$ cat config.mk
export PLATFORM = sky130hd
export DESIGN_NAME = instruction_fetch
export DESIGN_NICKNAME = d
export VERILOG_FILES = /design/src/rtl/instruction_fetch.sv
export SDC_FILE = /design/constraint.sdc
export NUM_CORES = 1
export LEC_CHECK = 0
export CORE_MARGIN = 1.5
export CORE_UTILIZATION = 43
export DETAILED_ROUTE_END_ITERATION = 7
export PLACE_DENSITY = 0.88
export SLEW_MARGIN = 0
export SYNTH_ARGS = -nofsm -noshare
export SYNTH_HDL_FRONTEND = slang
export SYNTH_SLANG_ARGS = --single-unit
$ cat constraint.sdc
create_clock -name clk -period 2.4 [get_ports clk]
set_clock_uncertainty 0.2 [all_clocks]
set_input_delay 0.48 -clock clk [delete_from_list [all_inputs] [get_ports clk]]
set_output_delay 0.48 -clock clk [all_outputs]
set_load 0.02 [all_outputs]
$ cat src/rtl/instruction_fetch.sv
// rtl/instruction_fetch.sv - byte-serial instruction fetch from program ROM with valid/ready hand-off
// Four ROM byte reads per instruction; returns are tracked by a ROM_LATENCY-deep {valid, k} pipe.
module instruction_fetch #(
  parameter int ROM_LATENCY = 1
) (
  input  logic        clk,
  input  logic        is_powered_on,
  input  logic [15:0] program_counter,
  input  logic        flush,
  output logic        pc_advance,
  output logic        rom_rd,
  output logic [15:0] rom_addr,
  input  logic [7:0]  rom_data,
  output logic [31:0] instr,
  output logic        instr_valid,
  input  logic        instr_ready,
  output logic [15:0] fetch_pc
);

  typedef enum logic [1:0] {S_FETCH, S_DRAIN, S_HOLD} state_e;

  state_e                 state_q, state_d;
  logic [1:0]             k_q, k_d;
  logic [15:0]            base_q, base_d;
  logic [31:0]            instr_q, instr_d;
  logic [ROM_LATENCY-1:0] ret_v_q;
  logic [1:0]             ret_k_q [ROM_LATENCY];
  logic [15:0]            addr_word;
  logic                   ret_v;
  logic [1:0]             ret_k;
  logic                   capture;

  assign ret_v     = ret_v_q[ROM_LATENCY-1];
  assign ret_k     = ret_k_q[ROM_LATENCY-1];
  assign capture   = ret_v & ~flush;
  // At k=0 the base is not yet latched, so the live program counter addresses the first byte.
  assign addr_word = (k_q == 2'd0) ? program_counter : base_q;

  assign instr_valid = is_powered_on & (state_q == S_HOLD);
  assign pc_advance  = instr_valid & instr_ready & ~flush;
  assign rom_rd      = is_powered_on & (state_q == S_FETCH) & ~flush;
  assign rom_addr    = rom_rd ? {addr_word[13:0], k_q} : 16'd0;
  assign instr       = instr_q;
  assign fetch_pc    = base_q;

  always_comb begin
    state_d = state_q;
    k_d     = k_q;
    base_d  = base_q;
    instr_d = instr_q;
    if (capture) begin
      instr_d[{ret_k, 3'b000} +: 8] = rom_data;
    end
    case (state_q)
      S_FETCH: begin
        if (rom_rd) begin
          if (k_q == 2'd0) begin
            base_d = program_counter;
          end
          k_d = k_q + 2'd1;
          if (k_q == 2'd3) begin
            state_d = S_DRAIN;
          end
        end
      end
      S_DRAIN: begin
        if (capture && ret_k == 2'd3) begin
          state_d = S_HOLD;
        end
      end
      S_HOLD: begin
        if (pc_advance) begin
          state_d = S_FETCH;
          k_d     = 2'd0;
        end
      end
      default: state_d = S_FETCH;
    endcase
    if (flush) begin
      state_d = S_FETCH;
      k_d     = 2'd0;
    end
  end

  always_ff @(posedge clk) begin
    if (!is_powered_on) begin
      state_q <= S_FETCH;
      k_q     <= 2'd0;
      base_q  <= 16'd0;
      instr_q <= 32'd0;
    end else begin
      state_q <= state_d;
      k_q     <= k_d;
      base_q  <= base_d;
      instr_q <= instr_d;
    end
  end

  // Flush empties the return pipe so responses to abandoned reads are never captured.
  always_ff @(posedge clk) begin
    if (!is_powered_on || flush) begin
      ret_v_q <= '0;
      for (int i = 0; i < ROM_LATENCY; i++) begin
        ret_k_q[i] <= 2'd0;
      end
    end else begin
      ret_v_q[0] <= rom_rd;
      ret_k_q[0] <= k_q;
      for (int i = 1; i < ROM_LATENCY; i++) begin
        ret_v_q[i] <= ret_v_q[i-1];
        ret_k_q[i] <= ret_k_q[i-1];
      end
    end
  end

endmodule

; ---- Yosys cells after proc, flatten, opt, wreduce, memory -nomap -nowiden
; Memory sizes are Yosys's and may differ from the RTL's.
; Index checks and enable logic that the tools add are counted.
; W data, S select, Z words.
[op_classes]
shift = 2
eq_ne = 8
mul = 0
order_cmp = 0
reduce_logical = 12
n_mux = 15
bitwise = 8
n_addsub = 2
n_div = 0
[op_table]
columns = cell, n
row1 = $bwmux W32, 1
row2 = $shift A8 B7 Y32 const A, 1
row3 = $shiftx A8 B7 Y32, 1
row4 = $mux W16, 1
row5 = $mux W14, 1
row6 = $mux W2, 6
row7 = $neg A5 Y7, 1
row8 = $and A1 B1 Y1, 6
row9 = $eq A2 B2 Y1 const B, 3
row10 = $ne A2 B2 Y1 const B, 3
row11 = $pmux W2 S3, 1
row12 = $reduce_and A3 Y1, 2
row13 = $logic_not A2 Y1, 2
row14 = $mux W1, 4
row15 = $pmux W2 S2, 1
row16 = $reduce_and A4 Y1, 1
row17 = $reduce_or A2 Y1, 2
row18 = $add A2 B1 Y2 const B, 1
row19 = $eq A2 B1 Y1 const B, 1
row20 = $ne A2 B1 Y1 const B, 1
row21 = $not A1 Y1, 2
row22 = $reduce_and A2 Y1, 1
row23 = $reduce_bool A2 Y1, 1
row24 = $logic_and A1 B1 Y1, 1
row25 = 2 further kinds, 2
[word_totals]
n_memories = 1
mem_bits_ro = 0
reg_bits = 53
ram_bits = 2
inputBits = 28
latchBits = 0
[mem_list]
columns = memory, depth, width, rd, rd_clocked_by_memory_dff, wr, line
row1 = ret_k_q, 1, 2, 1, 0, 1, 27  ; logic [1:0] ret_k_q [ROM_LATENCY];

; ---- Longest topological paths before layout
; Gate-level depths: netlist (run 1).
[logic_depth]
word_depth = 6
mapped_depth = 9
ltp_nobuf = 5

; ---- Least setup slack after synthesis (run 1)
; Ideal clock, no wire load.
[synth_path]
path_type = reg2out
start = reg k_q[0]
end = out rom_addr[10]
path_buffers = 2
path_stages_with_launch = 7
arrival_time_ns = 1.613
path_slack_ns = 0.107
path_cell_list = dfxtp_1 -> inv_1 -> ha_1 -> buf_2 -> buf_1 -> mux2i_1 -> nor2_1
[synth_via]
elab_chain_cells = 3
[synth_lines]
columns = element, line
row1 = start: declaration, 23  ; logic [1:0] k_q, k_d;
row2 = start signal: assignment, 93  ; k_q <= k_d;
row3 = $logic_not A2 Y1, 37  ; assign addr_word = (k_q == 2'd0) ? program_counter : base_q;
row4 = $mux W14, n/a
row5 = $mux W16, 42  ; assign rom_addr = rom_rd ? {addr_word[13:0], k_q} : 16'd0;
row6 = end: declaration, 12  ; output logic [15:0] rom_addr,
; Every way passes these cells.

; ---- Final worst setup path (run 1)
[layout_path]
start = reg state_q[0]
end = out instr_valid
[layout_via]
elab_chain_cells = 2
[layout_lines]
columns = element, line
row1 = start: declaration, 22  ; state_e state_q, state_d;
row2 = start signal: assignment, 92  ; state_q <= state_d;
row3 = $eq A2 B2 Y1, 39  ; assign instr_valid = is_powered_on & (state_q == S_HOLD);
row4 = $and A1 B1 Y1, 39
row5 = end: declaration, 15  ; output logic instr_valid,
; Every way passes these cells.

==> metrics.txt, run 1 <==
status complete, no violations; WS Path Type flop to primary output; initial antenna violation count 0; clock sinks 55; DRT antenna net count 0; crit-path max FO 8; Worst setup EP type primary output; initial core utilization 0.4553; pin count of the biggest net entering global routing 55; Slew @ Worst Pin 0.6589 ns; CP max-delay cell clkdlybuf4s50_1; Worst slew margin 0.5598; die area 0.005965 sq mm; 1st-pass router iterations 4; P per Cell Area 515.6 mW/mm^2; H-tree depth 2; hold-fix buffers at CTS 0; Final HPWL DP 4501 um; Clock Tree Root clkbuf_8; post-detailed-route wirelength per cell 15.36 um; Die Width 77.24 um; Syn-to-layout area delta 48.84%; synth unique cells 36; share of the yosys chip area belonging to registers 0.4646; R2R Setup Slk 0.41 ns; Synth Warn # 0; proportion of layout cells with a drive suffix above 1 0.1971; Fill cells 430; DRC Markers 0; R2R cell count 6; Global Route Usage Sum 0.2090; row cnt 26; flops & latches, synth 55; most frequent cells in the layout clkdlybuf4s50_1 (75), dfxtp_1 (55), nand2_1 (29); worst path cell trace buf_4, nor3b_1, clkdlybuf4s50_1; Final Hold Viols 0; Worst EP arrival 1.63 ns; Die H 77.24 um; VDD IR max 0.3184 mV; vias per cell 5.267; Inserted Clock Buffers 5; CP Data Required Time 1.72 ns; first-pass GRT wire length 10080 um; DRT iter0 DRCs 97; Final Setup Violations 0; most common cell after layout, fill and taps aside clkdlybuf4s50_1; Crit Reg-Reg Endpoint fetch_pc[0]; Post-Synthesis Cells 240; largest stage delay on the critical path 0.63 ns; Critical R2R Launch state_q[1]; Ant. Diodes 0; num ports 95; Leak 1.440 nW; RSZ-0062 raised after global routing no; max_cap viols 0; Setup crit end instr_valid; Achievable Freq 433.0 MHz; period utilization 0.9622; fin cells 415; CTS clock-pin slew for the worst setup and hold paths 0.10 ns; startpoint types flop; core area 0.005205 sq mm; GRT overflow 0; worst skew pair latency 0.31 ns; buffers from clock root to sink, at most 2; IO Port Bufs 94; number of global-route vias before repair 2098; CTS tree built; mean post-synth cell area 9.874 sq um; Final Slew Violations 0; post-synthesis net count 275; Tmin final 2.309 ns; Cells after DPL 403; synthesized area 0.002370 sq mm; fin util 0.6776; Hold Path Class flop to flop; total routed wirelength 6373 um; Critical Path Source state_q[0]; Placer Congestion 0.7622; NumNets Final 379; via count 2186
-- cell families (layout without fill, tap and decap cells) --
kind of cell / Yosys count / in the layout / synth area share
AO/OA/AOI/OAI: 55 / 55 / 0.2012
flip-flops: 55 / 55 / 0.4646
AND/OR/NAND/NOR: 81 / 83 / 0.1679
multiplexers: 16 / 16 / 0.06758
buffers and inverters: 26 / 129 / 0.06177
adder cells (fa/ha/maj): 7 / 7 / 0.03696
-- cell type report --
class | count | area, sq um | share of cell area
well taps | 70 | 87.58 | 0.02483
inverters | 8 | 32.53 | 0.009223
flip-flops and latches | 55 | 1101 | 0.3122
clock buffers | 5 | 68.82 | 0.01951
repair buffers | 113 | 1050 | 0.2976
clock inverters | 3 | 22.52 | 0.006385
multi-input cells | 161 | 1165 | 0.3303
-- repair_timing --
action	CTS	global route
setup endpoints to repair	18	9
buffers inserted	1	0
gates resized for setup	63	10
cloned	0	3
pin swaps	0	0
-- metal layers --
metal  wire length [um]  track usage  up-vias
li1                   -            -     1078
met1               2803       0.2537     1041
met2               3275       0.3763       63
met3                235      0.02738        4
met4                 57      0.07091        0
met5                  0            0        -
-- registers in the layout, summed over array words and instances (netlist names) --
| signal | flops |
|---|---|
| ret_v | 1 |
| ret_k_q | 2 |
| state_q | 2 |
| k_q | 2 |
| instr | 32 |
| fetch_pc | 16 |
-- report_power, final --
part	total [mW]	internal [mW]	switching [mW]
combinational	0.347	0.169	0.178
clock	0.511	0.210	0.302
sequential	0.961	0.940	0.0208
-- critical path: cells and delay by family (launching register included) --
family / cells / cell delay, ns
buf+inv: 2 / 0.79
flops: 1 / 0.33
simple gates: 1 / 0.20
-- cell usage after synthesis (all sizes together) --
cell type,n,area share
a2bb2o,1,0.0042
dfxtp,55,0.46
nor4,2,0.0079
o21ai,16,0.050
and2,1,0.0037
ha,7,0.037
and3,1,0.0026
o2bb2ai,7,0.026
a2111oi,1,0.0037
and4bb,1,0.0053
nand3,14,0.030
inv,8,0.014
buf,8,0.032
nand2b,3,0.011
mux2i,16,0.068
a21boi,3,0.0095
nor2b,3,0.0079
nor3b,2,0.0063
clkbuf,10,0.016
nor2,22,0.036
a31oi,1,0.0026
nand3b,1,0.0032
and3b,1,0.0037
a21oi,2,0.0042
nand4bb,1,0.0048
a32o,24,0.10
nand2,29,0.046
-- stage by stage --
stage | setup TNS [ns] | total power [mW] | hold WS (ns) | setup WS (ns) | instance area [sq um]
after floorplan | 0 | 1.156 | 0.2632 | 0.1073 | 2370
after global placement | -5.240 | 1.309 | 0.2451 | -0.3169 | 3420
after detailed placement | -6.343 | 1.317 | 0.2521 | -0.3635 | 3420
after CTS | 0 | 1.818 | 0.2658 | 0.0001301 | 3483
after global routing | 0 | 1.901 | 0.2883 | 0.005021 | 3527
final | 0 | 1.819 | 0.2607 | 0.09068 | 3527
-- how the worst min path moves through the flow --
stage | endpoint | slack [ns] | cells after the start | from
3_5_place_dp | fetch_pc[15] | 0.25 | 2 | fetch_pc[15]
6_report | fetch_pc[15] | 0.26 | 2 | fetch_pc[15]
5_1_grt | instr[25] | 0.29 | 1 | instr[25]
2_1_floorplan | k_q[0] | 0.26 | 2 | k_q[0]
3_3_place_gp | fetch_pc[14] | 0.25 | 2 | fetch_pc[14]
4_1_cts | fetch_pc[15] | 0.27 | 2 | fetch_pc[15]
Power figures use the tool's default switching activity.
==> run 2, diff against run 1 <==
--- a/config.mk
+++ b/config.mk
@@ -5,10 +5,12 @@
 export SDC_FILE = /design/constraint.sdc
 export NUM_CORES = 1
 export LEC_CHECK = 0
+export CORE_ASPECT_RATIO = 1.75
 export CORE_MARGIN = 1.5
 export CORE_UTILIZATION = 43
 export DETAILED_ROUTE_END_ITERATION = 7
 export PLACE_DENSITY = 0.88
+export REMOVE_ABC_BUFFERS = 1
 export SLEW_MARGIN = 0
 export SYNTH_ARGS = -nofsm -noshare
 export SYNTH_HDL_FRONTEND = slang
==> run 2 against run 1 <==
Compared with the run above:
- clock power about the same
- fmax increased by 0.14%
- utilization decreased by 2.0 points
- global-route usage increased by 0.32 points
- count of clock-buffer cells in the layout unchanged
- power decreased by 0.27%
- setup slack improved by 0.0032 ns
- sequential power about the same
- sequential share of layout area increased by 0.39 points
- first-iteration DRC count decreased by 42%
- register-to-register slack got worse by 0.11 ns
- largest cell class unchanged
- largest power group unchanged
==> metrics.txt, run 2 (synthesis results as in run 1) <==
status complete, no violations; total routed wirelength 6094 um (-4.4%); R2R cell count 5 (-1); CTS tree built; Worst EP arrival 1.63 ns (about the same); crit-path max FO 5 (-3); Hold Crit Start instr[21]; Post-DP Area 0.003387 sq mm (-0.95%); fin util 0.6574 (-0.02026); Ant. Diodes 0 (unchanged); proportion of layout cells with a drive suffix above 1 0.1858 (-0.01126); VDD IR max 0.3233 mV (+1.5%); Worst slew margin 0.5303 (-0.02947); vias per cell 5.315 (+0.90%); initial core utilization 0.4472 (-0.008063); CP max-delay cell clkdlybuf4s50_1; GRT overflow 0 (unchanged); Hold Path Class flop to flop; max_cap viols 0 (unchanged); largest stage delay on the critical path 0.63 ns (about the same); Die H 101.2 um (+31%); initial antenna violation count 0 (unchanged); overall power 1.814 mW (-0.27%); hold path endpoint instr[21]; Critical R2R Launch ret_k_q[0][0]; Placer Congestion 0.7592 (-0.39%); DRC Markers 0 (unchanged); Syn-to-layout area delta 46.99%; Final Setup Violations 0 (unchanged); P per Cell Area 520.7 mW/mm^2 (+0.98%); num ports 95 (unchanged); Slew @ Worst Pin 0.7030 ns (+0.04410 ns); clock sinks 55 (unchanged); Inserted Clock Buffers 5 (unchanged); WS Path Type flop to primary output; worst skew pair latency 0.30 ns (about the same); R2R Setup Slk 0.30 ns (-0.11 ns); NumNets Final 373 (-1.6%); most common cell after layout, fill and taps aside clkdlybuf4s50_1; crit path buf inv count 2 (unchanged); number of global-route vias before repair 2199 (+4.8%); pin count of the biggest net entering global routing 55 (unchanged); Global Route Usage Sum 0.2122 (+0.003248); buffers from clock root to sink, at most 2 (unchanged); Clock Tree Root clkbuf_8; worst path cell trace inv_1, nor3b_1, clkdlybuf4s50_1; Final Slew Violations 0 (unchanged); DRT iter0 DRCs 56 (-42%); Fill cells 440 (+2.3%); most frequent cells in the layout clkdlybuf4s50_1 (75), dfxtp_1 (55), nand2_1 (29); IO Port Bufs 94 (unchanged); Final Cell Area 0.003483 sq mm (-1.2%); period utilization 0.9609 (-0.001344); startpoint types flop; Final HPWL DP 4415 um (-1.9%); hold-fix buffers at CTS 0 (unchanged); row cnt 35 (+35%); Largest register FFs 32 (unchanged); die area 0.005983 sq mm (+0.29%); DRT antenna net count 0 (unchanged); cell family with most CP delay buffers and inverters; via count 2195 (+0.41%); CTS clock-pin slew for the worst setup and hold paths 0.09 ns (about the same); Worst Hold Depth 1 (-1); post-detailed-route wirelength per cell 14.76 um (-3.9%); Tmin final 2.306 ns (-0.003225 ns); first-pass GRT wire length 9929 um (-1.5%); 1st-pass router iterations 4 (unchanged); CP Data Required Time 1.72 ns (about the same); H-tree depth 2 (unchanged); core area 0.005299 sq mm (+1.8%); Worst setup EP type primary output; RSZ-0062 raised after global routing no; Final Hold Viols 0 (unchanged); Achievable Freq 433.6 MHz (+0.14%); Die Width 59.12 um (-23%); Leak 1.411 nW (-2.0%); Crit Reg-Reg Endpoint instr[7]
run 2: changes by cell type in the layout (fill, tap and decap cells not counted), sizes merged:
cell,delta
clkinvlp,+1
clkdlybuf4s15,-5
buf,-11
bufbuf,+1
clkbuf,+9
inv,-1
nand2b,-1
dlygate4sd2,+1
run 2: worst max path at each step:
stage	startpoint	to	slack [ns]	cells after the start
after floorplan	k_q[0]	rom_addr[10]	0.03	4
after global placement	flush	rom_addr[14]	-0.36	5
after detailed placement	flush	rom_addr[10]	-0.39	5
after CTS	flush	rom_addr[15]	0.00004	5
after global routing	state_q[1]	instr_valid	0.001	3
final	state_q[1]	instr_valid	0.09	3
run 2: layout make-up:
| cell class | instances | area [sq um] | share of cell area |
|---|---|---|---|
| Clock buffer | 5 | 68.82 | 0.01976 |
| Clock inverter | 3 | 25.02 | 0.007184 |
| Inverter | 8 | 32.53 | 0.009339 |
| Multi-Input combinational cell | 160 | 1166 | 0.3348 |
| Sequential cell | 55 | 1101 | 0.3161 |
| Tap cell | 74 | 92.59 | 0.02658 |
| Timing Repair Buffer | 108 | 997.2 | 0.2863 |
run 2: routing by layer:
layer  wire length [um]  share of wire  track usage  vias to the layer above
met1               2258           0.37       0.2151                     1048
li1                   -              -            -                     1060
met5                  0              0            0                        -
met3                273          0.045      0.03831                        5
met2               3508           0.58       0.4265                       82
met4                 53         0.0087      0.04720                        0
run 2: stage by stage:
| stage | setup TNS [ns] | worst slack, ns | std cells | hold slack (ns) |
|---|---|---|---|---|
| after floorplan | 0 | 0.03134 | 222 | 0.2667 |
| after global placement | -6.335 | -0.3635 | 402 | 0.2453 |
| after detailed placement | -6.711 | -0.3899 | 402 | 0.2553 |
| after CTS | 0 | 0.00003930 | 414 | 0.2770 |
| after global routing | 0 | 0.001025 | 413 | 0.2907 |
| final | 0 | 0.09391 | 413 | 0.2719 |
run 2: where the power goes:
group / internal (mW) / switching (mW) / leakage, nW
clock: 0.209 / 0.303 / 0.0443
sequential: 0.940 / 0.0209 / 0.447
combinational: 0.167 / 0.174 / 0.920
total: 1.32 / 0.498 / 1.41
run 2: worst register-to-register path, stage by stage, from the launching register on:
cell and delay, ns:
dfxtp_1 0.44, inv_1 0.11, ha_1 0.34, nand4bb_1 0.18
nor2_1 0.50, a32o_1 0.26
run 2: timing repair:
| action | 4_1_cts | 5_1_grt |
|---|---|---|
| pin swaps | 0 | 0 |
| cloned | 2 | 0 |
| buffers inserted | 2 | 0 |
| resized for setup | 52 | 19 |
| setup endpoints to repair | 18 | 16 |
==> run 3, diff against run 2 <==
--- a/config.mk
+++ b/config.mk
@@ -10,6 +10,7 @@
 export CORE_UTILIZATION = 43
 export DETAILED_ROUTE_END_ITERATION = 7
 export PLACE_DENSITY = 0.88
+export RECOVER_POWER = 25
 export REMOVE_ABC_BUFFERS = 1
 export SLEW_MARGIN = 0
 export SYNTH_ARGS = -nofsm -noshare
==> run 3 against run 2 <==
Compared with the run above:
- die area unchanged
- non-clock buffer count unchanged
- power decreased by 0.32%
- register-to-register slack improved by 0.02 ns
- critical endpoint unchanged
==> metrics.txt, run 3 (synthesis results as in run 1) <==
status complete, no violations; Placer Congestion 0.7592 (unchanged); post-detailed-route wirelength per cell 14.75 um (about the same); crit-path max FO 5 (unchanged); Final HPWL DP 4415 um (unchanged); Leak 1.484 nW (+5.2%); NumNets Final 373 (unchanged); P per Cell Area 519.6 mW/mm^2 (-0.22%); Clock Tree Root clkbuf_8; DRC Markers 0 (unchanged); 1st-pass router iterations 4 (unchanged); hold-fix buffers at CTS 0 (unchanged); Final Cell Area 0.003480 sq mm (-0.11%); pin count of the biggest net entering global routing 55 (unchanged); clock sinks 55 (unchanged); IO Port Bufs 94 (unchanged); max_cap viols 0 (unchanged); overall power 1.808 mW (-0.32%); Hold Path Class flop to flop; CTS tree built; WS Path Type flop to primary output; CP Data Required Time 1.72 ns (about the same); Worst setup EP type primary output; total routed wirelength 6090 um (about the same); fin util 0.6567 (-0.0007080); Final Hold Viols 0 (unchanged); Tmin final 2.306 ns (+0.00001710 ns); buffers from clock root to sink, at most 2 (unchanged); H-tree depth 2 (unchanged); Die H 101.2 um (unchanged); vias per cell 5.281 (-0.64%); initial core utilization 0.4472 (unchanged); Worst slew margin 0.5294 (-0.0008710); Syn-to-layout area delta 46.83%; DRT antenna net count 0 (unchanged); Ant. Diodes 0 (unchanged); Slew @ Worst Pin 0.7043 ns (+0.001305 ns); worst path cell trace inv_1, nor3b_1, clkdlybuf4s50_1; Inserted Clock Buffers 5 (unchanged); Worst EP arrival 1.63 ns (about the same); Final Setup Violations 0 (unchanged); VDD IR max 0.3221 mV (-0.39%); hold slack final 0.2665 ns (-0.005381 ns); initial antenna violation count 0 (unchanged); CP max-delay cell clkdlybuf4s50_1; Achievable Freq 433.6 MHz (about the same); row cnt 35 (unchanged); proportion of layout cells with a drive suffix above 1 0.1829 (-0.002950); number of global-route vias before repair 2199 (unchanged); core area 0.005299 sq mm (unchanged); die area 0.005983 sq mm (unchanged); RSZ-0062 raised after global routing no; DRT iter0 DRCs 54 (-3.6%); most frequent cells in the layout dfxtp_1 (55), clkdlybuf4s50_1 (52), nand2_1 (29); Final Slew Violations 0 (unchanged); worst skew pair latency 0.30 ns (about the same); period utilization 0.9609 (about the same); cell family with most CP delay buffers and inverters; via count 2181 (-0.64%); Global Route Usage Sum 0.2122 (unchanged); Post-DP Area 0.003387 sq mm (unchanged); most common cell after layout, fill and taps aside dfxtp_1; CTS clock-pin slew for the worst setup and hold paths 0.09 ns (about the same); startpoint types flop; Die Width 59.12 um (unchanged); largest stage delay on the critical path 0.63 ns (about the same); crit path buf inv count 2 (unchanged); num ports 95 (unchanged); GRT overflow 0 (unchanged); Largest register FFs 32 (unchanged); first-pass GRT wire length 9929 um (unchanged)
==> run 3: changes by cell type in the layout (fill, tap and decap cells not counted), sizes merged <==
cell	previous run	this run
clkdlybuf4s50	75	52
dlygate4sd3	0	23
buf	20	18
clkbuf	16	18
==> run 3: power breakdown <==
group	internal (mW)	leakage [nW]	switching (mW)	total, mW
Clock	0.209	0.0443	0.300	0.509
Combinational	0.164	0.993	0.174	0.339
Sequential	0.940	0.447	0.0208	0.961
==> run 3: final cells by class <==
cell class	instances	area, sq um
Multi-Input combinational cell	160	1166
Fill cell	442	1819
Tap cell	74	92.59
Clock buffer	5	68.82
Timing Repair Buffer	108	993.5
Clock inverter	3	25.02
Inverter	8	32.53
Sequential cell	55	1101
==> run 3: routing by layer <==
layer,global-route usage,vias up,part of all wire
li1,-,1057,-
met1,0.2151,1048,0.38
met2,0.4265,71,0.57
met3,0.03831,5,0.041
met4,0.04720,0,0.0087
met5,0,-,0
==> run 3: stage by stage <==
step / TNS (ns) / worst slack [ns] / cells
after floorplan: 0 / 0.03134 / 222
after global placement: -6.335 / -0.3635 / 402
after detailed placement: -6.711 / -0.3899 / 402
after CTS: 0 / 0.00003930 / 414
after global routing: 0 / 0.001025 / 413
final: 0 / 0.09389 / 413
==> run 3: path summary, 6_finish.rpt <==
kind	from	end	slack, ns	cells past startpoint
setup / recovery	state_q[1]	instr_valid	0.09	3
hold / removal	instr[21]	instr[21]	0.27	1
setup reg to reg	ret_k_q[0][0]	instr[3]	0.32	5
hold reg to reg	instr[21]	instr[21]	0.27	1
==> run 3: repair_timing <==
action,in CTS,in global routing
setup buffers,2,0
resized for setup,52,19
endpoints found under the setup margin,18,16
pin swaps,0,0
cloned,2,0
